**src/rtl/noc_pkg.sv**
```systemverilog
// Shared NOC definitions: flit width/type and pointer wrap helper.
package noc_pkg;

  localparam int unsigned FLIT_W = 16;

  typedef logic [FLIT_W-1:0] flit_t;

  // Advance a circular-buffer pointer, wrapping explicitly so depth need not be a power of two.
  function automatic int unsigned ptr_inc(input int unsigned ptr, input int unsigned depth);
    return (ptr == depth - 32'd1) ? 32'd0 : ptr + 32'd1;
  endfunction

endpackage

```
**src/rtl/noc_ibuf_mem.sv**
```systemverilog
// Flit storage for the input buffer: DEPTH x FLIT_W array, one write port,
// one asynchronous read port. The data array is deliberately not reset.
module noc_ibuf_mem #(
  parameter int unsigned DEPTH  = 4,
  parameter int unsigned FLIT_W = 16,
  parameter int unsigned AW     = $clog2(DEPTH)
) (
  input  logic              clk,
  input  logic              we,
  input  logic [AW-1:0]     waddr,
  input  logic [FLIT_W-1:0] wdata,
  input  logic [AW-1:0]     raddr,
  output logic [FLIT_W-1:0] rdata
);

  logic [FLIT_W-1:0] mem_q [DEPTH];
  logic [FLIT_W-1:0] mem_d [DEPTH];

  // Next array contents: copy current, overwrite the written slot.
  always_comb begin
    mem_d = mem_q;
    if (we) mem_d[waddr] = wdata;
  end

  // Array register, no reset.
  always_ff @(posedge clk) begin
    mem_q <= mem_d;
  end

  assign rdata = mem_q[raddr];

endmodule

```
**src/rtl/noc_input_buffer.sv**
```systemverilog
// Receive-side NOC input buffer: link enable/data into a DEPTH-entry circular
// FIFO, valid/ready toward the router core, one credit pulse per freed slot.
// Optional sticky overflow flag `err` is built when NOC_IBUF_ERR_EN is defined.
module noc_input_buffer
  import noc_pkg::*;
#(
  parameter int unsigned DEPTH  = 4,
  parameter int unsigned FLIT_W = noc_pkg::FLIT_W
) (
  input  logic                       clk,
  input  logic                       rst,
  input  logic                       enable,
  input  logic [FLIT_W-1:0]          data,
  output logic                       credit,
  output logic                       out_valid,
  output logic [FLIT_W-1:0]          out_data,
  input  logic                       out_ready,
  output logic [$clog2(DEPTH+1)-1:0] count
`ifdef NOC_IBUF_ERR_EN
  ,
  output logic                       err
`endif
);

  localparam int unsigned AW = $clog2(DEPTH);
  localparam int unsigned CW = $clog2(DEPTH + 1);

  logic [AW-1:0] wp_q, wp_d, rp_q, rp_d;
  logic [CW-1:0] cnt_q, cnt_d;
  logic          credit_q, credit_d;
  logic          full, deq, enq;

  // A full buffer still accepts a flit when the head leaves in the same cycle.
  assign out_valid = (cnt_q != '0);
  assign full      = (cnt_q == CW'(DEPTH));
  assign deq       = out_valid & out_ready;
  assign enq       = enable & (~full | deq);
  assign count     = cnt_q;
  assign credit    = credit_q;

  noc_ibuf_mem #(
    .DEPTH  (DEPTH),
    .FLIT_W (FLIT_W),
    .AW     (AW)
  ) u_mem (
    .clk   (clk),
    .we    (enq),
    .waddr (wp_q),
    .wdata (data),
    .raddr (rp_q),
    .rdata (out_data)
  );

  // Next pointers, occupancy and credit from this cycle's enqueue/dequeue.
  always_comb begin
    wp_d     = wp_q;
    rp_d     = rp_q;
    cnt_d    = cnt_q;
    credit_d = deq;
    if (enq) wp_d = AW'(ptr_inc(32'(wp_q), DEPTH));
    if (deq) rp_d = AW'(ptr_inc(32'(rp_q), DEPTH));
    if (enq && !deq)      cnt_d = cnt_q + CW'(1);
    else if (deq && !enq) cnt_d = cnt_q - CW'(1);
  end

  // Control registers; reset discards stored flits and any pending credit.
  always_ff @(posedge clk) begin
    if (rst) begin
      wp_q     <= '0;
      rp_q     <= '0;
      cnt_q    <= '0;
      credit_q <= 1'b0;
    end else begin
      wp_q     <= wp_d;
      rp_q     <= rp_d;
      cnt_q    <= cnt_d;
      credit_q <= credit_d;
    end
  end

`ifdef NOC_IBUF_ERR_EN
  logic err_q, err_d;

  // Sticky overflow: a flit arrived while full with nothing leaving.
  always_comb begin
    err_d = err_q | (enable & full & ~deq);
  end

  // Error flag register, cleared only by reset.
  always_ff @(posedge clk) begin
    if (rst) err_q <= 1'b0;
    else     err_q <= err_d;
  end

  assign err = err_q;
`endif

endmodule
```
**config.mk**
```make
export PLATFORM = sky130hd
export DESIGN_NAME = noc_input_buffer
export DESIGN_NICKNAME = d
export VERILOG_FILES = /design/src/rtl/noc_pkg.sv /design/src/rtl/noc_ibuf_mem.sv /design/src/rtl/noc_input_buffer.sv
export SDC_FILE = /design/constraint.sdc
export NUM_CORES = 1
export LEC_CHECK = 0
export CORE_MARGIN = 5
export CORE_UTILIZATION = 48
export DETAILED_ROUTE_END_ITERATION = 7
export PLACE_DENSITY = 0.77
export SLEW_MARGIN = 20
export SYNTH_ARGS = -nofsm -noshare
export SYNTH_HDL_FRONTEND = slang
export SYNTH_SLANG_ARGS = --single-unit
```
**constraint.sdc**
```tcl
create_clock -name clk -period 2.17 [get_ports clk]
set_clock_uncertainty 0.15 [all_clocks]
set_input_delay 0.434 -clock clk [delete_from_list [all_inputs] [get_ports clk]]
set_output_delay 0.434 -clock clk [all_outputs]
set_load 0.005 [all_outputs]
```
After elaboration in Yosys (flattened, before gate mapping)
Index checks and enable logic that the tools add are counted.

storage, ports and cells
  output and inout port bits = 21
  input port bits = 20
  flip-flop bits (word level) = 72
  word-level logic and storage cells = 41

cells by class
  multiplexer cells = 10
  reduce and logical (&&, ||, !) cells = 7
  add/subtract/negate cells = 4
  eq/ne operators = 3
  bitwise gates (word level) = 6
  $lt $le $gt $ge = 3

operator list
  kind                   count
  $bwmux W64             1
  $mux W16               3
  $bmux W16 S2           1
  $demux W16 S2          1
  $ge A3 B3 Y1 const B   2
  $mux W3                2
  $not A2 Y3             2
  $add A2 B1 Y2 const B  2
  $eq A2 B2 Y1 const B   2
  $mux W2                2
  $add A3 B1 Y3 const B  1
  $eq A3 B3 Y1 const B   1
  $logic_and A1 B1 Y1    3
  $lt A3 B1 Y1 const B   1
  $reduce_bool A3 Y1     1
  $sub A3 B1 Y3 const B  1
  $and A1 B1 Y1          2
  $logic_not A1 Y1       2
  $reduce_bool A2 Y1     1
  $not A1 Y1             1
  $or A1 B1 Y1           1

Logic depth before layout (Yosys ltp)
Gate-level depths: netlist of the first run.

  depth in word-level cells = 8
  gate-level depth with buffers = 8
  gate-level depth less buffers = 8

Hierarchy
From an unflattened synthesis of the first run, not the netlist that was laid out.

second synthesis, totals
  cell total of the unflattened synthesis = 127
  area total of the unflattened synthesis = 2776.4 um2

modules (own cells, without submodules)
  module            area an instance (um2)  times used  cells an instance  seq. area each (um2)
  noc_ibuf_mem      2377.3                  1           88                 1921.8
  noc_input_buffer  399.1                   1           39                 160.2

Worst setup path before layout of the first run
Ideal clock, no wire load.

  kind = flip-flop to flip-flop
  start = reg cnt_q[0] (netlist: count[0])
  end = reg cnt_q[2] (netlist: count[2])
  setup time = 71 ps
  stages on the path, launching flop included = 8
  buffers on the path = 0
  period minus slack after synthesis = 2325 ps
  required time = 1949 ps
  data arrival time = 2104 ps
  path slack = -155 ps
  cell sequence = dfxtp_1 > o31ai_1 > ha_1 > inv_1 > fa_1 > xor2_1 > or3_1 > a21oi_1

on the way
  cells in the longest elaborated chain, start to end = 7
  elaborated cells between the ends (all ways) = 15
  those cells by class = 2 x add/sub; 1 x eq/ne; 2 x mux; 4 x bitwise; 6 x reduce/logical

ends and longest elaborated chain
  element                                             RTL line                                        source
  start, declared                                     noc_input_buffer.sv:29                          logic [CW-1:0] cnt_q, cnt_d;
  start signal, assigned                              noc_input_buffer.sv:76                          cnt_q <= cnt_d;
  $reduce_bool A3 Y1 or $eq A3 B3 Y1 (tied branches)  noc_input_buffer.sv:34, noc_input_buffer.sv:35
  $and A1 B1 Y1 or $not A1 Y1 (tied branches)         noc_input_buffer.sv:36, noc_input_buffer.sv:37
  $or A1 B1 Y1                                        noc_input_buffer.sv:37                          assign enq = enable & (~full | deq);
  $and A1 B1 Y1                                       noc_input_buffer.sv:37
  $logic_not A1 Y1                                    noc_input_buffer.sv:63                          else if (deq && !enq) cnt_d = cnt_q - CW'(1);
  $logic_and A1 B1 Y1                                 noc_input_buffer.sv:63
  $reduce_bool A2 Y1 (no line)                        n/a

Parallel ways exist; a longest one is shown, timed or not. The select of a mux whose other input is x is not followed.
A chain may end at the register's enable or synchronous reset.

Worst setup path in the final report of the first run
  start = reg cnt_q[1] (netlist: count[1])
  end = reg cnt_q[2] (netlist: count[2])

on the way
  cells in the longest elaborated chain, start to end = 7
  elaborated cells between the ends (all ways) = 15
  those cells by class = 2 x add/sub; 1 x eq/ne; 2 x mux; 4 x bitwise; 6 x reduce/logical

ends and longest elaborated chain
  element                                             RTL line                                        source
  $reduce_bool A3 Y1 or $eq A3 B3 Y1 (tied branches)  noc_input_buffer.sv:34, noc_input_buffer.sv:35
  $and A1 B1 Y1 or $not A1 Y1 (tied branches)         noc_input_buffer.sv:36, noc_input_buffer.sv:37
  $or A1 B1 Y1 (*)                                    noc_input_buffer.sv:37
  $and A1 B1 Y1 (*)                                   noc_input_buffer.sv:37
  named net enq                                       noc_input_buffer.sv:31                          logic full, deq, enq;
  $logic_not A1 Y1                                    noc_input_buffer.sv:63
  $logic_and A1 B1 Y1                                 noc_input_buffer.sv:63
  $reduce_bool A2 Y1 (no line)                        n/a

The timed path passes the listed nets; every way through them passes the cells marked *. The select of a mux whose other input is x is not followed.

==> results.yml, run 1 <==
place:
  postPlaceCellArea_sq_um: 3380
  dp_hpwl_microns: 3310
  dp_slack_ns: -0.568
  routabilityCongestion: 0.838
  portBuffers: 40
  dpl.cell_count: 250
timing:
  holdWs_ns: 0.410
  worstMarginPinSlew_ns: 0.440
  slew_headroom_pct: 70.7
  period_share_pct: 102
  rsz0062_at_grt: "true"
  tns_ns: -0.0388
  finalSetupViolCount: 1
  setup_ws_ns: -0.0388
  max_freq_mhz: 453
  layout_min_cycle_time_ns: 2.21
  drv_slew: 0
  hold_viol_final: 0
floorplan:
  rows: 27
  die_y_microns: 86.0
  initial_core_util_pct: 50.0
  pin_count: 41
  design.die.area_sq_um: 7390
  core_area_sq_um: 5540
  die_w_microns: 86.0
cells_and_area:
  area_delta_synth_final_pct: 29.0
  n_antenna_cell: 0
  final_cell_mix: "64 x edfxtp_1, 22 x clkdlybuf4s50_1, 16 x mux4_2"
  fin_nets: 222
  final_common_cell: "edfxtp_1"
  final_design_area_no_fill_sq_um: 3570
  final_util_pct: 64.5
  layout-drive-gt1-share_pct: 40.5
  fin_cells: 272
detailed_routing:
  drc_errors: 0
  drtIter0Drc: 103
  via_per_inst: 5.33
  ant_nets: 0
  wl_per_cell_microns: 19.5
  drtPass1Iterations: 4
  wl_microns: 5320
  vias: 1450
hold_path:
  hold_class: "flop to flop"
clocking:
  htree_levels: 3
  cts_root_buffer: "clkbuf_8"
  cts.path.max_buffers: 2
  cts.clk_slew.worst_paths_ns: 0.07
  cts_buffers: 9
  hold_buffers: 0
  clk_latency_ns: 0.33
  cts_tree: "yes"
  cts_sinks: 72
critical_path:
  cp_data_arrival_time_ns: 2.31
  crit_required_ns: 2.27
  setup.worst_path.start_class: "flop"
  crit_fanout: 4
  path_class: "flop to flop"
  critPathCaptureType: "flop"
synthesis:
  synth_compound_area_share_pct: 1.72
  synth_cell_types: 25
  synth.area.top_cells: "edfxtp_1 69%, mux4_2 13%, dfxtp_1 5.8%, ha_1 2.7%, and3_2 1.1%"
  synthCells: 130
  synth.top_cell.area_share_pct: 69.4
  netlist_area_sq_um: 2770
  synth_seq_cells: 72
  ys_warn_count: 0
  synth.area.mux_share_pct: 13.7
  synth_area_leader_cell: "edfxtp_1"
  synth_simple_gate_area_share_pct: 3.98
  synth_nets: 157
  synthAdderAreaFrac_pct: 3.43
  syn_avg_cell_area_sq_um: 21.3
  synth-xor-area-share_pct: 0.633
  synth_top_family_by_area: "multiplexers"
  seq_area_frac_synth_pct: 75.2
global_route:
  grt_max_degree: 17
  grt_pass1_vias: 1608
  grt_pass1_wl_microns: 8850
  antenna_found_initial: 0
  grt-ovfl-total: 0
  grt_usage_pct: 16.5
  use_met1_pct: 18.8
  use_met2_pct: 28.3
  grt_busiest_layer: "met2"
  met3_usage_pct: 4.80
power_and_ir_drop:
  p_total_mw: 3.75
  power_density_nw_per_um2: 1050
  peakVddDrop_mv: 0.854
  leakage_nw: 1.25
run:
  maxCapViolCount: 0
status:
  status: "finished with violations"
  violations: "negative setup slack"
-- flip-flops by register name, indices dropped and copies added, names as in the netlist --
register and flops:
u_mem.mem_q 64, credit 1, count 3, rp_q 2
wp_q 2
-- worst paths after layout --
path / from / to / slack (ns) / depth (start not counted)
worst min-delay path: wp_q[1] / wp_q[1] / 0.41 / 2
worst max-delay path: count[1] / count[2] / -0.04 / 8
worst max register to register: count[1] / count[2] / -0.04 / 8
worst min register to register: wp_q[1] / wp_q[1] / 0.41 / 2
-- cell families (layout without fill, tap and decap cells) --
kind of cell	count (synthesis)	count (layout)
AO/OA/AOI/OAI	6	6
XOR/XNOR	2	2
adder cells (fa/ha/maj)	7	7
buffers and inverters	8	78
flip-flops	72	72
multiplexers	18	18
AND/OR/NAND/NOR	17	17
-- layer usage --
metal | routed length [microns] | part of all wire (%)
met1 | 2060 | 39
met2 | 2880 | 54
met3 | 268 | 5.0
met4 | 104 | 2.0
met5 | 0 | 0
-- final cells by class --
cell class              instances  area (sq um)
multi-input cells              50           674
fillers                       392          1970
repair buffers                 59           547
inverters                       3          11.3
well taps                      72          90.1
clock buffers                  12           135
flip-flops and latches         72          2090
clock inverters                 4          21.3
-- critical path, stage by stage (launching register included) --
cell	delay [ns]
dfxtp_2	0.34
or4b_4	0.52
and2_4	0.16
ha_4	0.15
inv_2	0.05
fa_2	0.21
xor2_1	0.08
or3_1	0.33
a21oi_2	0.13
-- report_power, final --
group | internal [mW] | total (mW) | switching [mW]
combinational | 0.685 | 1.16 | 0.472
clock | 0.408 | 0.859 | 0.450
sequential | 1.67 | 1.74 | 0.0708
total | 2.76 | 3.75 | 0.993
-- cell usage after synthesis, drive strengths merged --
cell	count
nand2	1
nand3	1
buf	3
or4b	1
nor2	4
mux4	16
ha	6
or3	3
and2	1
and3	4
clkbuf	2
a21oi	2
nor3	1
o21ai	1
dfxtp	8
edfxtp	64
nand4b	1
xor2	2
inv	3
fa	1
o31ai	3
mux2i	2
-- what timing repair did --
item | in CTS | in global routing
gates resized for setup | 48 | 20
setup endpoints to repair | 19 | 16
gates cloned | 2 | 0
setup buffers | 3 | 3
pin swaps | 5 | 6
Note: power is estimated with default switching activity, not from simulation.
==> run 2, diff against run 1 <==
- CAP_MARGIN: unset -> 10
==> results of run 2 <==
Same layout as run 1: the final DEF is identical, and so are final timing and power.
